## src/rtl/pc_gen.sv

```systemverilog
// Program-counter generator: BOOT/RUN/TRAP sequencer selecting the next fetch address.
// Optional misaligned register-jump trapping is enabled by defining PC_GEN_MISALIGN_TRAP_EN.
module pc_gen #(
    parameter logic [31:0] RESET_VECTOR = 32'h0000_0000,
    parameter logic [31:0] TRAP_VECTOR  = 32'h0000_0180
) (
    input  logic        clk,
    input  logic        rst_n,
    input  logic        stall,
    input  logic        branch_taken,
    input  logic [31:0] branch_offset,
    input  logic        jump,
    input  logic [25:0] jump_index,
    input  logic        jump_reg,
    input  logic [31:0] reg_target,
    output logic [31:0] pc_out,
    output logic [31:0] pc_plus4,
    output logic        pc_valid,
    output logic        trap,
    output logic [31:0] epc,
    output logic [1:0]  fsm_state
);

    typedef enum logic [1:0] {
        BOOT = 2'd0,
        RUN  = 2'd1,
        TRAP = 2'd2
    } state_t;

    state_t      state;
    logic [31:0] pc;
    logic [31:0] reg_tgt;
    logic [31:0] branch_tgt;
    logic [31:0] jump_tgt;
    logic        misaligned;

    assign pc_out     = pc;
    assign pc_plus4   = pc + 32'd4;
    assign branch_tgt = pc_plus4 + {branch_offset[29:0], 2'b00};
    assign jump_tgt   = {pc_plus4[31:28], jump_index, 2'b00};
    assign fsm_state  = state;

`ifdef PC_GEN_MISALIGN_TRAP_EN
    assign reg_tgt    = reg_target;
    assign misaligned = jump_reg && (reg_target[1:0] != 2'b00);
`else
    // Low target bits are discarded, so a register jump can never misalign.
    logic unused_low_bits;
    assign unused_low_bits = ^reg_target[1:0];
    assign reg_tgt         = {reg_target[31:2], 2'b00};
    assign misaligned      = 1'b0;
`endif

    always_ff @(posedge clk or negedge rst_n) begin
        if (!rst_n) begin
            state    <= BOOT;
            pc       <= RESET_VECTOR;
            pc_valid <= 1'b0;
            trap     <= 1'b0;
            epc      <= 32'h0000_0000;
        end else begin
            case (state)
                BOOT: begin
                    state    <= RUN;
                    pc_valid <= 1'b1;
                end
                RUN: begin
                    if (!stall) begin
                        if (misaligned) begin
                            epc   <= pc;
                            pc    <= TRAP_VECTOR;
                            state <= TRAP;
                            trap  <= 1'b1;
                        end else if (jump_reg) begin
                            pc <= reg_tgt;
                        end else if (jump) begin
                            pc <= jump_tgt;
                        end else if (branch_taken) begin
                            pc <= branch_tgt;
                        end else begin
                            pc <= pc_plus4;
                        end
                    end
                end
                TRAP: begin
                    // Redirects are ignored; the handler resumes after the vector.
                    if (!stall) begin
                        pc    <= TRAP_VECTOR + 32'd4;
                        state <= RUN;
                        trap  <= 1'b0;
                    end
                end
                default: begin
                    state    <= BOOT;
                    pc       <= RESET_VECTOR;
                    pc_valid <= 1'b0;
                    trap     <= 1'b0;
                end
            endcase
        end
    end

endmodule

```

## config.mk

```make
export PLATFORM = sky130hd
export DESIGN_NAME = pc_gen
export DESIGN_NICKNAME = d
export VERILOG_FILES = /design/src/rtl/pc_gen.sv
export SDC_FILE = /design/constraint.sdc
export NUM_CORES = 1
export LEC_CHECK = 0
export CAP_MARGIN = 20
export CELL_PAD_IN_SITES_DETAIL_PLACEMENT = 1
export CELL_PAD_IN_SITES_GLOBAL_PLACEMENT = 2
export CORE_ASPECT_RATIO = 0.7
export CORE_MARGIN = 4
export CORE_UTILIZATION = 25
export CTS_CLUSTER_DIAMETER = 30
export CTS_CLUSTER_SIZE = 16
export DETAILED_ROUTE_END_ITERATION = 6
export GPL_TIMING_DRIVEN = 1
export PLACE_DENSITY_LB_ADDON = 0.3
export SYNTH_ARGS = -nofsm -noshare
export SYNTH_HDL_FRONTEND = slang
export SYNTH_SLANG_ARGS = --single-unit
```

## constraint.sdc

```tcl
create_clock -name clk -period 10.6 [get_ports clk]
set_input_delay 2.65 -clock clk [delete_from_list [all_inputs] [get_ports clk]]
set_output_delay 2.65 -clock clk [all_outputs]
set_load 0.01 [all_outputs]
```

* Word level (Yosys, flattened, before mapping) *
Cells that the tools add are included.

word-level totals
  register bits = 36
  logic and storage cells = 30

operators by class
  add/sub/neg operators = 2
  equality and inequality tests = 4
  multiplexer cells = 11
  bitwise operators = 3
  reduce and logical (&&, ||, !) cells = 6

operators with widths
  cell                                                 number
  two-way mux 32 bit                                   5
  one-hot mux 32 bit (3 select lines)                  1
  adder 32 x 3 -> 32 bit, second input constant        1
  adder 32 bit                                         1
  one-hot mux 2 bit (3 select lines)                   1
  inequality test 2 bit, second input constant         2
  one-hot mux 1 bit (2 select lines)                   2
  AND reduction 2 bit                                  2
  OR reduction 2 bit                                   2
  inverter 1 bit                                       3
  AND reduction 3 bit                                  1
  equality test 2 x 1 -> 1 bit, second input constant  1
  equality test 2 bit, second input constant           1
  zero test 2 bit                                      1
  two-way mux 2 bit                                    1
  two-way mux 1 bit                                    1

* Longest topological paths before layout *
  depth after elaboration = 7
  mapped depth = 17

* Worst setup path after synthesis *
Ideal clock, no wire load.

  path kind = input to register
  start point = input branch_offset[0]
  end point = register pc[26] (netlist: pc_out[26])
  setup time = 0.094 ns
  arrival = 4.761 ns
  data required time = 10.506 ns
  setup slack = 5.746 ns
  stages on the path = 12
  path through = ha_1 inv_1 fa_1 nor2b_4 o31a_4 a41oi_4 o21ai_4 nand4_4 a31oi_2 nor3_1 or3_1 a221oi_2

on the way
  cells in the longest elaborated chain, start to end = 6

ends and longest elaborated chain
  item                                 RTL line  text
  from (decl)                          11        input logic [31:0] branch_offset,
  adder 32 bit                         39        assign branch_tgt = pc_plus4 + {branch_offset[29:0], 2'b00};
  two-way mux 32 bit                   78        end else if (branch_taken) begin
  two-way mux 32 bit                   76        end else if (jump) begin
  two-way mux 32 bit                   74        end else if (jump_reg) begin
  two-way mux 32 bit                   68        if (!stall) begin
  one-hot mux 32 bit (3 select lines)  62        case (state)
  to (signal assigned)                 75        pc <= reg_tgt;
  to (signal assigned)                 77        pc <= jump_tgt;
  to (signal assigned)                 79        pc <= branch_tgt;
  to (decl)                            31        logic [31:0] pc;

No other way between the ends. The select of a mux whose other input is x is not followed.
A chain may end at the register's enable or synchronous reset.

* Worst setup path in the final report *
  start point = register pc[4] (netlist: pc_out[4])
  end point = output pc_plus4[27]

on the way
  cells in the longest elaborated chain, start to end = 1

ends and longest elaborated chain
  item                    RTL line  text
  adder 32 x 3 -> 32 bit  38        assign pc_plus4 = pc + 32'd4;
  to (decl)               17        output logic [31:0] pc_plus4,

No other way between the ends.

==> metrics.csv <==
metric,value,unit
cp-end-kind,output port,
synth_xor_area_frac,0.0928,
max-slew-margin-rel,0.409,
syn_area_per_cell,7.60,sq um
drt.antenna.violating_nets,0,
muxShareOfSynthArea,0.0138,
share_of_synthesized_cell_area_in_full_adder_half_adder_and_majority_cells,0.108,
switching_share,0.439,
max_clock_freq,161,MHz
max_slew.worst_pin.slew,0.879,ns
drt-wirelength-per-cell,20.4,um
worst-path-max-fanout,7,
postRouteWirelength,19.3,mm
drt-initial-drc-count,249,
finalWeightedCongestion,0.882,
hold-path-cell-count,2,
worst_setup_path_start_kind,flip-flop,
hold_path.class,reg2reg,
hold_end,pc_out[31],
clock_latency,0.29,ns
r2r_start,pc_out[2],
io_buffer_count,153,
die_w,166,um
tritoncts,done,
finalSetupViolations,0,
cts.repair_timing.setup_buffer_count,0,
grt_start_max_net_pins,40,
synth-edff-count,0,
r2r_slack,5.96,ns
area_growth_from_synthesis_to_layout,40.1,%
initial_antenna_violation_count,0,
postPlaceCellArea,5950,sq um
skew,0.0100,ns
die_area,19600,sq um
synth-seq-cells,31,
fin_worst_hold_slack,0.571,ns
num-fill-cells,2087,
tritoncts.num_buffers,5,
synth_cell_types,71,
data_arrival_time_at_the_worst_slack_endpoint,3.56,ns
final_layout_size_suffix_gt1_frac,0.0462,
async_flop_share,1.00,
route.detailed.drc,0,
power-per-cell-area,136,nW/um^2
dp_hpwl,14.9,mm
globalRouteTotalUtil,0.191,
worstSetupPathType,reg2out,
drt_pass1_iterations,4,
clock_power_frac,0.183,
finish.instance_area,6080,sq um
synth.area.top_cells,"sky130_fd_sc_hd__dfrtp_1, sky130_fd_sc_hd__ha_1, sky130_fd_sc_hd__buf_4, sky130_fd_sc_hd__a21oi_1, sky130_fd_sc_hd__xnor2_1",
worstRegToRegCells,16,
antenna_cells_inserted,0,
overflow,0,
grt_setup_unrepaired,false,
static-leakage-power,2.52,nW
synthCells,571,
status,finished clean,
dominantRegCellSynth,sky130_fd_sc_hd__dfrtp_1,
internal_power,0.000464,W
rr_endpoint,pc_out[31],
p_seq_frac,0.211,
floorplan.initialDensity,0.254,
number_of_buffers_added_to_fix_hold_violations_after_cts,0,
vias,4753,
crit_path_required_time,7.95,ns
vdd_ir_drop_max,0.0000456,V
cts.clk_slew.worst_paths,0.06,ns
layout_nets,847,
synth.yosys.seq_area_share,0.179,
cts.sink_count,31,
syn_area,4340,sq um
compound_cell_area_share_of_the_yosys_netlist,0.265,
final_period_minus_worst_setup_slack,6.21,ns
switchingPower,0.000363,W
std_cell_rows,40,
ios,196,
synth-warning-count,0,
grt_pass1_wl,29.2,mm
min_period_over_period,0.586,
viasPerCell,5.02,
floorplan.core_area,17100,sq um
yosys.area.top_type_share,0.179,
setup_tns,0,ns
report.final.slew_viol_count,0,
min_from,pc_out[31],
synth_top_family_by_area,compound AO/OA/AOI/OAI gates,
max_cap_violations,0,
synth_area_leader,sky130_fd_sc_hd__dfrtp_1,
die_height,118,um
grt_pass1_vias,5006,
cts_root_buf,sky130_fd_sc_hd__clkbuf_16,
maximum_buffer_depth_of_the_clock_tree,2,
timing.final.hold_violations,0,
post_synth_and_or_nand_nor_area_fraction,0.234,
post_cts_resized,0,
power_frac_comb,0.606,
htreeDepth,2,
## state kept, by name, summed over array words and instances, names as in the netlist
register	count
pc_out	30
pc_valid	1
## power by group through the flow
stage | logic [W] | registers (W) | clock network [W]
after floorplan | 0.000302 | 0.000174 | 0
after global placement | 0.000491 | 0.000175 | 0
after detailed placement | 0.000499 | 0.000177 | 0
after CTS | 0.000503 | 0.000175 | 0.000157
after global routing | 0.000550 | 0.000179 | 0.000162
final | 0.000502 | 0.000174 | 0.000151
## Yosys cell counts, types with 3 or more instances
library cell and count:
sky130_fd_sc_hd__nand2b_1 5, sky130_fd_sc_hd__ha_1 36, sky130_fd_sc_hd__nand4_1 9, sky130_fd_sc_hd__a21boi_0 3, sky130_fd_sc_hd__nand3_1 21, sky130_fd_sc_hd__o21ai_1 14
sky130_fd_sc_hd__and2_1 3, sky130_fd_sc_hd__nor2b_1 3, sky130_fd_sc_hd__o21bai_1 3, sky130_fd_sc_hd__nand2_1 51, sky130_fd_sc_hd__a21o_1 5, sky130_fd_sc_hd__o21a_1 4
sky130_fd_sc_hd__buf_4 40, sky130_fd_sc_hd__dfrtp_1 31, sky130_fd_sc_hd__buf_1 3, sky130_fd_sc_hd__xnor2_1 30, sky130_fd_sc_hd__nor2_1 52, sky130_fd_sc_hd__nor3_1 11
sky130_fd_sc_hd__and3_1 19, sky130_fd_sc_hd__o221ai_1 5, sky130_fd_sc_hd__o22ai_1 7, sky130_fd_sc_hd__o21ai_0 26, sky130_fd_sc_hd__or3_1 6, sky130_fd_sc_hd__a211oi_1 8
sky130_fd_sc_hd__o211ai_1 6, sky130_fd_sc_hd__mux2i_1 6, sky130_fd_sc_hd__inv_1 14, sky130_fd_sc_hd__and4_1 4, sky130_fd_sc_hd__a21oi_1 59, sky130_fd_sc_hd__xor2_1 16
sky130_fd_sc_hd__clkbuf_1 15, sky130_fd_sc_hd__a211o_1 4, sky130_fd_sc_hd__a221oi_1 4
## kinds of logic (layout without fill, tap and decap cells)
family | after synthesis | count (layout)
compound gates | 174 | 174
xor+xnor | 46 | 46
fa+ha+maj | 37 | 37
buf+inv | 75 | 182
flops | 31 | 31
mux | 6 | 6
other cells | 2 | 39
simple gates | 200 | 200
## routing by layer
layer	global-route usage	vias to the layer above	wire length (um)
met5	0	-	0
met4	0.0252	0	112
met3	0.0307	8	1250
met2	0.294	134	8280
met1	0.287	2319	9640
li1	-	2292	-
## worst max path at each step
stage,from,end,depth (start not counted)
floorplan,branch_offset[0],pc_out[26],12
global placement,pc_out[4],pc_plus4[27],7
detailed placement,pc_out[4],pc_plus4[27],7
CTS,pc_out[4],pc_plus4[27],7
global route,pc_out[4],pc_plus4[27],7
finish,pc_out[4],pc_plus4[27],7
## per-stage QoR
| step | utilization | power, W | setup WS (ns) | std cells |
|---|---|---|---|---|
| floorplan | - | 0.000476 | 5.75 | 608 |
| global placement | 0.347 | 0.000666 | 4.76 | 938 |
| detailed placement | 0.347 | 0.000675 | 4.79 | 938 |
| CTS | 0.355 | 0.000834 | 4.43 | 946 |
| global route | 0.355 | 0.000891 | 4.25 | 946 |
| finish | 0.355 | 0.000827 | 4.39 | 946 |
## cell type report
cell class	count	area, sq um	share of cell area
Multi-Input combinational cell	502	3250	0.533
Clock buffer	7	133	0.0218
Timing Repair Buffer	160	1580	0.260
Sequential cell	31	776	0.127
Tap cell	231	289	0.0475
Inverter	14	52.6	0.00864
Clock inverter	1	5.00	0.000823
## cells in the final DEF, fill, tap and decap left out, types with 3 or more instances in the layout
| cell type | count |
|---|---|
| sky130_fd_sc_hd__nor3_1 | 11 |
| sky130_fd_sc_hd__o21ai_1 | 14 |
| sky130_fd_sc_hd__inv_1 | 14 |
| sky130_fd_sc_hd__o22ai_1 | 7 |
| sky130_fd_sc_hd__a21oi_1 | 59 |
| sky130_fd_sc_hd__nand3_1 | 21 |
| sky130_fd_sc_hd__ha_1 | 36 |
| sky130_fd_sc_hd__nand2b_1 | 5 |
| sky130_fd_sc_hd__and2_1 | 3 |
| sky130_fd_sc_hd__o21a_1 | 4 |
| sky130_fd_sc_hd__xor2_1 | 16 |
| sky130_fd_sc_hd__a211oi_1 | 8 |
| sky130_fd_sc_hd__clkbuf_16 | 5 |
| sky130_fd_sc_hd__o21bai_1 | 3 |
| sky130_fd_sc_hd__mux2i_1 | 6 |
| sky130_fd_sc_hd__a211o_1 | 4 |
| sky130_fd_sc_hd__or3_1 | 6 |
| sky130_fd_sc_hd__nand4_1 | 9 |
| sky130_fd_sc_hd__buf_4 | 7 |
| sky130_fd_sc_hd__a21o_1 | 5 |
| sky130_fd_sc_hd__nor2b_1 | 3 |
| sky130_fd_sc_hd__and4_1 | 4 |
| sky130_fd_sc_hd__clkdlybuf4s50_1 | 153 |
| sky130_fd_sc_hd__a21boi_0 | 3 |
| sky130_fd_sc_hd__dfrtp_1 | 31 |
| sky130_fd_sc_hd__conb_1 | 39 |
| sky130_fd_sc_hd__o221ai_1 | 5 |
| sky130_fd_sc_hd__a221oi_1 | 4 |
| sky130_fd_sc_hd__nor2_1 | 52 |
| sky130_fd_sc_hd__o211ai_1 | 6 |
| sky130_fd_sc_hd__xnor2_1 | 30 |
| sky130_fd_sc_hd__and3_1 | 19 |
| sky130_fd_sc_hd__o21ai_0 | 26 |
| sky130_fd_sc_hd__nand2_1 | 51 |
## critical path: stages, from the launching register on
cell and delay [ns]:
sky130_fd_sc_hd__dfrtp_1 0.48, sky130_fd_sc_hd__nand3_1 0.21, sky130_fd_sc_hd__nor3_2 0.55, sky130_fd_sc_hd__nand2_1 0.19
sky130_fd_sc_hd__nor3_1 0.71, sky130_fd_sc_hd__nand4_1 0.20, sky130_fd_sc_hd__xnor2_1 0.32, sky130_fd_sc_hd__clkdlybuf4s50_1 0.61
No activity file was read; power rests on OpenSTA's default activity.
